===== config.mk =====
export PLATFORM = sky130hd
export DESIGN_NAME = txt_mem_arbiter
export DESIGN_NICKNAME = d
export VERILOG_FILES = /design/src/rtl/txt_mem_arbiter.sv
export SDC_FILE = /design/constraint.sdc
export NUM_CORES = 1
export LEC_CHECK = 0
export BUFFER_PORTS_ARGS = -buffer_cell sky130_fd_sc_hd__buf_2
export CORE_MARGIN = 5
export CORE_UTILIZATION = 51
export DETAILED_ROUTE_END_ITERATION = 8
export GPL_TIMING_DRIVEN = 0
export HOLD_SLACK_MARGIN = 0.12
export PLACE_DENSITY = 0.77
export SYNTH_ARGS = -nofsm -noshare
export SYNTH_HDL_FRONTEND = slang
export SYNTH_SLANG_ARGS = --single-unit

===== constraint.sdc =====
create_clock -name clk -period 3.83 [get_ports clk]
set_input_delay 0.383 -clock clk [delete_from_list [all_inputs] [get_ports clk]]
set_output_delay 0.383 -clock clk [all_outputs]
set_load 0.05 [all_outputs]

===== src/rtl/txt_mem_arbiter.sv =====
// rtl/txt_mem_arbiter.sv - single-port text memory arbiter: video fetch priority, CPU write FIFO, clear engine
module txt_mem_arbiter #(
    parameter int          ADDR_W     = 12,
    parameter int          DATA_W     = 8,
    parameter int          FIFO_DEPTH = 4,
    parameter int          CELLS      = 1200,
    parameter logic [7:0]  FILL_CHAR  = 8'h20
) (
    input  logic              clk,
    input  logic              clr,
    input  logic              vid_req,
    input  logic [ADDR_W-1:0] vid_addr,
    input  logic              cpu_wr_valid,
    input  logic [ADDR_W-1:0] cpu_wr_addr,
    input  logic [DATA_W-1:0] cpu_wr_data,
    output logic              cpu_wr_ready,
    input  logic              cpu_clr_req,
    output logic              busy,
    output logic              addr_err,
    output logic              mem_en,
    output logic              mem_we,
    output logic [ADDR_W-1:0] mem_addr,
    output logic [DATA_W-1:0] mem_wdata
);
    localparam int PTR_W = (FIFO_DEPTH > 1) ? $clog2(FIFO_DEPTH) : 1;
    localparam int CNT_W = PTR_W + 1;
    localparam logic [ADDR_W-1:0] CELLS_A   = ADDR_W'(CELLS);
    localparam logic [ADDR_W-1:0] LAST_CELL = ADDR_W'(CELLS - 1);
    localparam logic [ADDR_W-1:0] ONE_A     = ADDR_W'(1);
    localparam logic [PTR_W-1:0]  ONE_P     = PTR_W'(1);
    localparam logic [CNT_W-1:0]  ONE_C     = CNT_W'(1);
    localparam logic [CNT_W-1:0]  DEPTH_C   = CNT_W'(FIFO_DEPTH);

    typedef enum logic {IDLE, CLEARING} state_t;

    state_t            state;
    logic [ADDR_W-1:0] cc;
    logic [ADDR_W-1:0] fifo_addr [FIFO_DEPTH];
    logic [DATA_W-1:0] fifo_data [FIFO_DEPTH];
    logic [PTR_W-1:0]  rd_ptr;
    logic [PTR_W-1:0]  wr_ptr;
    logic [CNT_W-1:0]  count;
    logic              push;
    logic              pop;
    logic              head_ok;

    assign cpu_wr_ready = (state == IDLE) && (count < DEPTH_C);
    assign busy         = (state == CLEARING) || (count != '0);
    assign push         = cpu_wr_valid && cpu_wr_ready;
    assign pop          = (state == IDLE) && !vid_req && (count != '0);
    assign head_ok      = fifo_addr[rd_ptr] < CELLS_A;

    // Port mux: video fetch always wins, then the clear engine, then the FIFO head.
    always_comb begin
        mem_en    = 1'b0;
        mem_we    = 1'b0;
        mem_addr  = vid_addr;
        mem_wdata = fifo_data[rd_ptr];
        if (vid_req) begin
            mem_en = 1'b1;
        end else if (state == CLEARING) begin
            mem_en    = 1'b1;
            mem_we    = 1'b1;
            mem_addr  = cc;
            mem_wdata = DATA_W'(FILL_CHAR);
        end else if (pop && head_ok) begin
            mem_en   = 1'b1;
            mem_we   = 1'b1;
            mem_addr = fifo_addr[rd_ptr];
        end
    end

    always_ff @(posedge clk) begin
        if (clr) begin
            state    <= IDLE;
            cc       <= '0;
            rd_ptr   <= '0;
            wr_ptr   <= '0;
            count    <= '0;
            addr_err <= 1'b0;
        end else begin
            if (pop && !head_ok) begin
                addr_err <= 1'b1;
            end
            if (cpu_clr_req) begin
                // A clear request discards queued and same-cycle writes and restarts from cell 0.
                state  <= CLEARING;
                cc     <= '0;
                rd_ptr <= '0;
                wr_ptr <= '0;
                count  <= '0;
            end else begin
                if (state == CLEARING && !vid_req) begin
                    if (cc == LAST_CELL) begin
                        state <= IDLE;
                        cc    <= '0;
                    end else begin
                        cc <= cc + ONE_A;
                    end
                end
                if (push) begin
                    fifo_addr[wr_ptr] <= cpu_wr_addr;
                    fifo_data[wr_ptr] <= cpu_wr_data;
                    wr_ptr            <= wr_ptr + ONE_P;
                end
                if (pop) begin
                    rd_ptr <= rd_ptr + ONE_P;
                end
                case ({push, pop})
                    2'b10:   count <= count + ONE_C;
                    2'b01:   count <= count - ONE_C;
                    default: count <= count;
                endcase
            end
        end
    end
endmodule


---- After elaboration in Yosys (flattened, before gate mapping) ----
Memories as Yosys holds them, arrays and structs flattened. A register that Yosys moved wholly into a read port is not among the register bits.
Index checks and enable logic that the tools add are counted.
word-level totals
  memories ................................ 2
  bits in writable memories ............... 80
  input bits .............................. 37
  logic and storage cells ................. 57
  flip-flop bits (word level) ............. 21
  output and inout bits ................... 25
operators by class
  $add $sub $neg .......................... 5
  multiplexer cells ....................... 22
  reductions and logical operators ........ 16
  equality and inequality tests ........... 3
  bitwise logic cells ..................... 1
  $lt $le $gt $ge ......................... 2
memory list
  name       words  bits a word  rd ports  clocked after memory_dff  wr ports  line  RTL
  fifo_addr  4      12           1         1                         1         38    logic [ADDR_W-1:0] fifo_addr [FIFO_DEPTH];
  fifo_data  4      8            1         1                         1         39    logic [DATA_W-1:0] fifo_data [FIFO_DEPTH];
operators by type and width
  kind                                                                             count
  12-bit 2-to-1 mux                                                                4
  8-bit 2-to-1 mux                                                                 2
  12-bit by 1-bit adder with 12-bit output (second input constant)                 1
  12-bit by 11-bit == test with 1-bit output (second input constant)               1
  12-bit by 11-bit less-than comparator with 1-bit output (second input constant)  1
  1-bit 2-to-1 mux                                                                 11
  2-bit 2-to-1 mux                                                                 4
  1-bit logical AND                                                                7
  3-bit one-hot mux with 2 select lines                                            1
  2-bit nonzero test                                                               3
  2-bit by 1-bit adder with 2-bit output (second input constant)                   2
  3-bit by 1-bit adder with 3-bit output (second input constant)                   1
  3-bit less-than comparator (second input constant)                               1
  3-bit nonzero test                                                               1
  3-bit by 1-bit subtractor with 3-bit output (second input constant)              1
  2-bit by 1-bit == test with 1-bit output (second input constant)                 1
  2-bit == test (second input constant)                                            1
  1-bit zero test                                                                  2
  2-bit AND reduction                                                              1
  2-bit OR reduction                                                               1
  1-bit logical OR                                                                 1
  1-bit NOT                                                                        1

---- Longest topological paths before layout ----
  word-level depth ........................ 7
  mapped depth ............................ 8
  gate-level depth less buffers ........... 8

---- Least setup slack after synthesis ----
Ideal clock, no wire load.
  kind .................................... flip-flop to output port
  start ................................... reg with a tool-made name
  end ..................................... out mem_addr[5]
  setup slack ............................. 1.116 ns
  required time ........................... 3.447 ns
  arrival ................................. 2.331 ns
  stages on the path, launching flop included .. 8
  path through ............................ dfxtp_1 > buf_6 > mux4_2 > o41a_1 > o32a_4 > buf_6 > a22oi_1 > nand2_1
RTL lines
  element           line  RTL
  end: declaration  22    output logic [ADDR_W-1:0] mem_addr,

==> metrics.txt <==
routed wire length=8140 um; height of the die=102 um; Switching Share=26.2%; core area=0.00826 mm^2; MaxCap Viol Count=0; predominant post-synthesis flop cell=edfxtp_1; register area share after synthesis=66.1%; most frequent CP cell=buf_2; fmax=283 MHz; number of synthesized register bits=103; Max stage delay on crit path=490 ps; commonest cells after routing, fill and taps aside=edfxtp_1 (80), buf_2 (62), nand2_1 (29); fill count=658; Final Setup Violations=0; vias per cell=5.45; fin crit share=92.4%; outcome=finished clean; Initial Util=52.5%; Skew-Pair Late Insertion Delay=360 ps; Pwr Total=0.00209 W; Crit path max-delay family=buffers and inverters; type of origin of the critical path=register; synth top area cells=edfxtp_1 (55%), dfxtp_1 (11%), mux4_2 (10%), nand2_1 (2.5%), nor2_1 (2.3%); CTS Hold Buffers Added=0; initial antenna violation count=1; drt first pass iters=4; min Tclk post-route=3540 ps; Final Hold Vio Count=0; internal power=0.00154 W; DRT iter0 DRCs=104; Port Buf Inserts=61; vias in the first global route=2586; ant diodes=0; Syn Area/Cell=15.1 um^2; Post-CTS Setup Bufs=0; Resize count post-CTS=0; DP HPWL=5800 um; Clock Skews=7.86 ps; global-route wire length before repair=13000 um; pin count of the biggest net entering global routing=23; Peak supply drop=0.281 mV; required time worst endpoint=3450 ps; Worst Path Arrival=3160 ps; number of nets in the layout=403; cell taking the most area after synthesis=edfxtp_1; setup repair after global routing missed its margin=no; placed instance area=0.00477 mm^2; GR Overflow Total=0; gr usage total=16.8%; Buf/Inv on CP=3; Ports=62; Slew headroom=26.8%; full die area=0.0104 mm^2; number of clock sinks=103; power density over cell area=420 mW/mm^2; TNS Setup=0 ps; crit path max fanout=10; H-tree Lvls=3; DRT antenna net count=0; final slew viol count=0; Register Area=0.00286 mm^2; Leak Pwr=1.74 nW; CTS tree=yes; Synth Instances=287; critical path class=reg2out; post-DR wirelength/cell=17.4 um; Slowest-stage cell, CP=clkbuf_1; NetSw=0.000549 W; commonest non-fill, non-tap cell in the layout=edfxtp_1; Gate power share=9.0%; CTS buffer count=9; sequential power share=58.2%; EDFF count, synth=80; clock slew at reported path FFs=110 ps; Chip Width=102 um; area grow syn2layout=14.9%; capturing element type of the critical path=primary output; via count=2554; synthesized area=0.00433 mm^2; Cell Count, Final, Fillers Out=469; Yosys warning count=0; worst-path cell chain=clkbuf_1 > mux4_2 > a21o_1 > a311oi_1 > buf_2 > a22oi_1 > nand2_1 > buf_2; hold crit path type=in2reg; Rows=33; asr flop ratio synth=0%; final instance area=0.00498 mm^2; Clock power frac=32.9%; Cell Count Post-Placement=453; Clock Path Buffers=2; worst slew pin tran=1100 ps; multi-input logic area=0.00138 mm^2; fraction of layout cells with a size suffix above 1=30.8%; GP Congestion=0.891; clk root buf=clkbuf_8; Cell variety after synth=40; setup ws final=291 ps; Syn Nets=331; Yosys top cell area share=55.5%; setup slack at placement=675 ps; drt drc=0
==> power groups by stage <==
stage	clock [W]	sequential (W)	combinational, W
floorplan	0	0.00124	0.000127
detailed placement	0	0.00124	0.000189
CTS	0.000708	0.00122	0.000189
global placement	0	0.00124	0.000184
global route	0.000758	0.00122	0.000202
finish	0.000687	0.00122	0.000188
==> stage by stage <==
step                hold WS (ps)  util, %
floorplan                    455        -
global route                 179     60.3
detailed placement           448     57.7
global placement             450     57.7
finish                       199     60.3
CTS                          184     60.3
==> registers in the layout (all words and copies together), names as in the netlist, named ones only <==
register,flops
rd_ptr,2
wr_ptr,2
cc,12
state,1
fifo_data,32
count,3
addr_err,1
fifo_addr,48
==> cells in the mapped netlist, types with 2 or more instances <==
master	n
nand3_1	7
or3_1	2
a22oi_1	5
nand2_1	29
or2_2	3
xor2_1	8
or2_1	2
o21ai_0	2
nor3_1	2
edfxtp_1	80
a22oi_2	7
and3_1	5
dfxtp_1	23
mux4_2	20
buf_6	2
nand2b_1	3
xnor2_1	6
ha_1	6
a21oi_1	6
clkbuf_1	8
inv_1	6
nor2_1	27
and2_1	11
==> final timing paths <==
| check | startpoint | endpoint | slack [ps] | cells past startpoint |
|---|---|---|---|---|
| setup / recovery | register | mem_addr[2] | 290 | 8 |
| setup reg to reg | state$_SDFFE_PP0P_ | fifo_addr[3][10]$_DFFE_PP_ | 1540 | 4 |
| hold reg to reg | addr_err$_SDFFE_PP0P_ | addr_err$_SDFFE_PP0P_ | 480 | 2 |
| hold / removal | clr | state$_SDFFE_PP0P_ | 200 | 2 |
==> cell families (layout without fill, tap and decap cells) <==
kind of cell / after synthesis / count (layout) / share of synthesized area (%)
flops: 103 / 103 / 66.1
buf+inv: 19 / 96 / 2.02
mux: 21 / 21 / 10.6
simple gates: 94 / 94 / 10.3
compound gates: 29 / 29 / 5.95
fa+ha+maj: 7 / 7 / 2.20
xor+xnor: 14 / 14 / 2.83
==> cell type report <==
class,count,share of cell area [%]
Sequential cell,103,57.5
Multi-Input combinational cell,165,27.7
Timing Repair Buffer,61,6.13
Tap cell,105,2.64
Clock buffer,9,2.49
Clock inverter,7,1.73
Buffer,12,1.23
Inverter,7,0.528
==> per-layer routing <==
metal  routed length, um  track usage [%]
met5                  11                0
met4                 144             5.55
met3                 600             6.08
met2                4060             28.4
met1                3330             20.2
(Power assumes the default switching activity.)
